`config.mk`:
```
export PLATFORM = sky130hd
export DESIGN_NAME = ped_request
export DESIGN_NICKNAME = d
export VERILOG_FILES = /design/src/rtl/ped_request_pkg.sv /design/src/rtl/ped_debounce.sv /design/src/rtl/ped_request.sv
export SDC_FILE = /design/constraint.sdc
export NUM_CORES = 1
export LEC_CHECK = 0
export CORE_AREA = 5 5 42 44
export DETAILED_ROUTE_END_ITERATION = 6
export DIE_AREA = 0 0 47 49
export GPL_TIMING_DRIVEN = 0
export HOLD_SLACK_MARGIN = 0.12
export PLACE_DENSITY_LB_ADDON = 0.3
export SYNTH_ARGS = -nofsm -noshare
export SYNTH_HDL_FRONTEND = slang
export SYNTH_SLANG_ARGS = --single-unit
```
`constraint.sdc`:
```
create_clock -name clock -period 1.4 [get_ports clock]
set_clock_uncertainty 0.1 [all_clocks]
set_input_delay 0.35 -clock clock [delete_from_list [all_inputs] [get_ports clock]]
set_output_delay 0.35 -clock clock [all_outputs]
set_load 0.02 [all_outputs]
```
`src/rtl/ped_request_pkg.sv`:
```
// Shared state encodings and parameter defaults for the pedestrian request block.
// No logic, so no latency or backpressure.
package ped_request_pkg;

    typedef enum logic [1:0] {
        ST_IDLE    = 2'b00,
        ST_ARMED   = 2'b01,
        ST_SERVING = 2'b10
    } state_e;

    localparam int DEBOUNCE_CYCLES_DEF = 4;
    localparam int CNT_W_DEF           = 3;

endpackage

```
`src/rtl/ped_debounce.sv`:
```
// Button conditioner: two-flop synchronizer, debounce counter and press-edge detect.
// Press pulses DEBOUNCE_CYCLES+2 edges after a raw level change. No backpressure.
module ped_debounce
    import ped_request_pkg::*;
#(
    parameter int DEBOUNCE_CYCLES = DEBOUNCE_CYCLES_DEF,
    parameter int CNT_W           = CNT_W_DEF
) (
    input  logic clk_i,
    input  logic rst_i,
    input  logic btn_raw_i,
    output logic press_o
);

    localparam logic [CNT_W-1:0] CNT_LAST = CNT_W'(DEBOUNCE_CYCLES - 1);

    logic             sync1_q, sync2_q;
    logic             db_q, db_d;
    logic             prev_q;
    logic [CNT_W-1:0] cnt_q, cnt_d;

    // The counter only runs while the synchronized level disagrees with the debounced one.
    always_comb begin
        cnt_d = '0;
        db_d  = db_q;
        if (sync2_q != db_q) begin
            if (cnt_q == CNT_LAST) begin
                db_d = sync2_q;
            end else begin
                cnt_d = cnt_q + 1'b1;
            end
        end
    end

    always_ff @(posedge clk_i or posedge rst_i) begin
        if (rst_i) begin
            sync1_q <= 1'b0;
            sync2_q <= 1'b0;
            db_q    <= 1'b0;
            prev_q  <= 1'b0;
            cnt_q   <= '0;
        end else begin
            sync1_q <= btn_raw_i;
            sync2_q <= sync1_q;
            db_q    <= db_d;
            prev_q  <= db_q;
            cnt_q   <= cnt_d;
        end
    end

    assign press_o = db_q & ~prev_q;

endmodule

```
`src/rtl/ped_request.sv`:
```
// Pedestrian request FSM: debounced presses raise Ped until the stoplight shows red.
// Ped rises one edge after a press in IDLE; no backpressure, extra presses are queued once or absorbed.
module ped_request
    import ped_request_pkg::*;
#(
    parameter int DEBOUNCE_CYCLES = DEBOUNCE_CYCLES_DEF,
    parameter int CNT_W           = CNT_W_DEF
) (
    input  logic clock,
    input  logic reset,
    input  logic button_raw,
    input  logic SigR,
    output logic Ped,
    output logic Served,
    output logic Queued
);

    state_e state_q, state_d;
    logic   queued_q, queued_d;
    logic   ped_q, ped_d;
    logic   served_q, served_d;
    logic   press;

    ped_debounce #(
        .DEBOUNCE_CYCLES (DEBOUNCE_CYCLES),
        .CNT_W           (CNT_W)
    ) u_db (
        .clk_i     (clock),
        .rst_i     (reset),
        .btn_raw_i (button_raw),
        .press_o   (press)
    );

    always_comb begin
        state_d  = state_q;
        queued_d = queued_q;
        case (state_q)
            ST_IDLE: begin
                if (press) begin
                    state_d = SigR ? ST_SERVING : ST_ARMED;
                end
            end
            ST_ARMED: begin
                if (SigR) begin
                    state_d = ST_SERVING;
                end
            end
            ST_SERVING: begin
                // A press landing on the same edge as red dropping still counts as queued.
                if (!SigR) begin
                    state_d  = (queued_q || press) ? ST_ARMED : ST_IDLE;
                    queued_d = 1'b0;
                end else if (press) begin
                    queued_d = 1'b1;
                end
            end
            default: begin
                state_d  = ST_IDLE;
                queued_d = 1'b0;
            end
        endcase
        ped_d    = (state_d == ST_ARMED);
        served_d = (state_d == ST_SERVING) && (state_q != ST_SERVING);
    end

    always_ff @(posedge clock or posedge reset) begin
        if (reset) begin
            state_q  <= ST_IDLE;
            queued_q <= 1'b0;
            ped_q    <= 1'b0;
            served_q <= 1'b0;
        end else begin
            state_q  <= state_d;
            queued_q <= queued_d;
            ped_q    <= ped_d;
            served_q <= served_d;
        end
    end

    assign Ped    = ped_q;
    assign Served = served_q;
    assign Queued = queued_q;

endmodule

```
==> results by stage <==
Power and ir drop:
- The power density over the cells is 2020 nW/um^2.
- Summing internal, switching and leakage power gives 1150 uW.
- The maximum vdd ir drop is 739 uV.
- In this run the static leakage power is 0.000274 uW.

Die:
- Row generation in the floorplan step produced 14 rows.
- Pin placement for this block handled 7 I/O pins.
- The x dimension of the die is 47 um.
- The die is 49 um tall.
- The die area is 2300 sq um.
- The core region is 1400 sq um.
- The effective utilization at floorplan is 0.336.

Critical path:
- The largest single stage delay on the critical path is 0.40 ns.
- On the critical path the largest part of the delay comes from flip-flops.
- The element type at the critical path end is an output pin.
- The setup path with the least slack is of type reg -> out.
- The required time of the critical path is 0.95 ns.
- The number of buffers and inverters on the critical path is 1.
- The top fanout value on the critical path is 3.
- The type of origin of the critical path is a flop.
- Traced cell by cell, the critical path runs through buf_2.
- The slowest cell on the critical path is sky130_fd_sc_hd__dfrtp_1.
- At the worst endpoint, the arrival time is 0.84 ns.

Flow run:
- The max-cap violation count is 0.

STA:
- Dividing the final minimum period by the clock period gives 0.918.
- The count of endpoints failing setup in the final report is 0.
- The final count of pins violating max slew is 0.
- The final-report hold violation count is 0.
- The normalized max-slew margin is 0.714.
- Setup total negative slack on the finished layout was measured at 0 ns.
- The top achievable clock speed is 0.778 GHz.
- The clock period minus final worst setup slack is 1.29 ns.
- The final hold slack is 0.258 ns.
- At the pin with the least slew margin, the transition time is 0.429 ns.
- Setup repair after global routing left no endpoint under its margin.
- The worst-case setup margin in the final layout is 0.114 ns.

Placed design:
- After detailed placement, the design holds a cell count of 56.
- The worst setup slack after placement is -0.0524 ns.
- The placed wire-length estimate is 540 um.
- The global placer's final weighted congestion is 0.684.
- The count of port buffers added during placement is 6.

Global route:
- The largest net degree at the start of global routing is 13.
- The via count of the first global-routing pass came to 309.
- The overall routing resource usage is 0.0729.
- The first global-routing pass estimated 1.19 mm of wire.
- For this run the aggregate overflow at the end of global routing stands at 0.
- The initial antenna violation count came to 0.

Synth:
- Measured against the total synthesized area, the mux share comes to 0.0239.
- The synthesized netlist occupies a cell area of 470 sq um.
- The flip-flop and latch count after synthesis is 12.
- Counting every instance in the synthesized netlist gives 34.
- The post-synthesis sequential area ratio is 0.638.
- The post-synthesis share of cell area spent on xor and xnor gates is 0.0186.
- The synthesized area divided by synthesized cell count is 13.8 sq um.
- The yosys synthesis warning count is 0.
- The adder and majority cell fraction of the synthesized area is 0.0266.
- Of the total synthesized cell area, the portion taken by AND, OR, NAND and NOR gates is 0.160.
- The fraction of the mapped netlist area in compound gates came to 0.109.
- The net count after synthesis is 39.
- By area, the combinational part of the netlist is dominated by simple AND/OR/NAND/NOR gates.
- The count of cell types in the netlist is 18.

Routing:
- After the first detailed-routing iteration, the DRC count stood at 1.
- The average wire per cell in the routed design is 12.0 um.
- Summing over every cut layer, the via total after detailed routing is 290.
- The total detailed-routing wirelength is 718 um.
- The number of nets with antenna violations after routing is 0.
- In the routed layout, each cell is associated on average with a via count of 4.83.
- The post-detailed-route DRC marker count is 0.
- The length of the first detailed-routing pass in iterations is 4.

Cells and area:
- For this run, the post-layout net count is 50.
- The count of filler cells inserted in the layout is 139.
- The register with the most flip-flops in the layout has 3 of them.
- The area overhead of the layout relative to synthesis is 21.5%.
- In the final layout, the registers with the most flip-flops are u_db.cnt_q: 3 flops, state_q: 2 flops.
- Of the cells placed in the final design, the portion with a size suffix greater than 1 is 0.295.
- More flip-flops sit in one register than any other, and that register is u_db.cnt_q.
- The number of antenna diodes in the final layout is 0.
- The number of cells in the finished layout apart from fillers is 60.

Clock network:
- The register clock-pin slew on the reported worst setup and hold paths is 0.08 ns.
- The root buffer cell is sky130_fd_sc_hd__clkbuf_4.
- Clock tree synthesis found a total of 12 sinks.
- The clock latency of the later-clocked register in the worst-skew pair is 0.27 ns.
- The maximum buffer depth of the clock tree is 2.
- Post-CTS timing repair inserted 0 buffers for setup.
- In this run the number of H-tree levels came out at 1.
- The total clock buffers created by CTS is 3.
- TritonCTS built the clock tree.

Outcome:
- The run finished with clean final reports.

Worst hold path:
- The class of the tightest hold or removal check is reg -> reg.
==> routing by layer <==
layer / track usage / part of all wire / vias to the layer above
met4: 0.0553 / 0.0084 / 0
met1: 0.0782 / 0.41 / 147
met5: 0 / 0 / -
li1: - / - / 136
met2: 0.113 / 0.51 / 5
met3: 0.0221 / 0.063 / 2
==> where the power goes <==
group          switching [uW]  total (uW)  internal (uW)
combinational             173         327            155
clock                     116         274            158
sequential               87.3         551            464
==> Yosys cell counts <==
library cell,instances,area [sq um]
sky130_fd_sc_hd__dfrtp_1,12,300
sky130_fd_sc_hd__a31oi_1,3,18.8
sky130_fd_sc_hd__inv_1,3,11.3
sky130_fd_sc_hd__nand2b_1,2,12.5
sky130_fd_sc_hd__a21bo_2,1,10.0
sky130_fd_sc_hd__a21o_2,1,8.76
sky130_fd_sc_hd__a21oi_1,1,5.00
sky130_fd_sc_hd__a2bb2oi_1,1,8.76
sky130_fd_sc_hd__and3b_1,1,8.76
sky130_fd_sc_hd__ha_1,1,12.5
sky130_fd_sc_hd__mux2_2,1,11.3
sky130_fd_sc_hd__nand2_1,1,3.75
sky130_fd_sc_hd__nor2b_1,1,6.26
sky130_fd_sc_hd__nor2b_4,1,13.8
sky130_fd_sc_hd__nor3_2,1,10.0
sky130_fd_sc_hd__nor3b_2,1,12.5
sky130_fd_sc_hd__or2b_1,1,7.51
sky130_fd_sc_hd__xnor2_1,1,8.76
==> path summary, 6_finish.rpt <==
kind / start / endpoint / slack, ns / cells past startpoint
max in group asynchronous: reset / u_db.sync2_q / 0.63 / 2
min reg2reg: u_db.sync1_q / u_db.sync2_q / 0.26 / 0
max reg2reg: u_db.cnt_q[0] / u_db.db_q / 0.12 / 3
min in group asynchronous: reset / Served / 0.27 / 2
min: u_db.sync1_q / u_db.sync2_q / 0.26 / 0
max: Queued / Queued / 0.11 / 1
==> cell usage in the layout (no fill, tap or decap), drive strengths merged <==
master         instances
clkbuf                 6
clkdlybuf4s50          3
nand2b                 2
a31oi                  3
or2b                   1
nor3                   1
xnor2                  1
a21bo                  1
nor3b                  1
nand2                  1
buf                    1
mux2                   1
and3b                  1
dfrtp                 12
a2bb2oi                1
a21o                   1
nor2b                  2
a21oi                  1
ha                     1
inv                    3
==> layout make-up <==
class / instances / area (sq um) / share of cell area
clock buffers: 4 / 36.3 / 0.0635
inverters: 3 / 11.3 / 0.0197
multi-input cells: 19 / 159 / 0.278
flip-flops and latches: 12 / 300 / 0.525
well taps: 16 / 20.0 / 0.0350
repair buffers: 6 / 45.0 / 0.0788
==> kinds of logic (layout without fill, tap and decap cells) <==
logic type / after synthesis / in the layout
simple gates: 9 / 9
fa+ha+maj: 1 / 1
xor+xnor: 1 / 1
compound gates: 7 / 7
flops: 12 / 12
buf+inv: 3 / 13
mux: 1 / 1
==> stage by stage <==
stage / instance area, sq um / util
2_1_floorplan: 470 / -
3_3_place_gp: 551 / 0.393
3_5_place_dp: 551 / 0.393
4_1_cts: 588 / 0.420
5_1_grt: 572 / 0.408
6_report: 572 / 0.408
==> repair_timing <==
action,4_1_cts,5_1_grt
gates resized for setup,7,3
hold buffers,0,0
setup endpoints to repair,3,3
(Power assumes the default switching activity.)
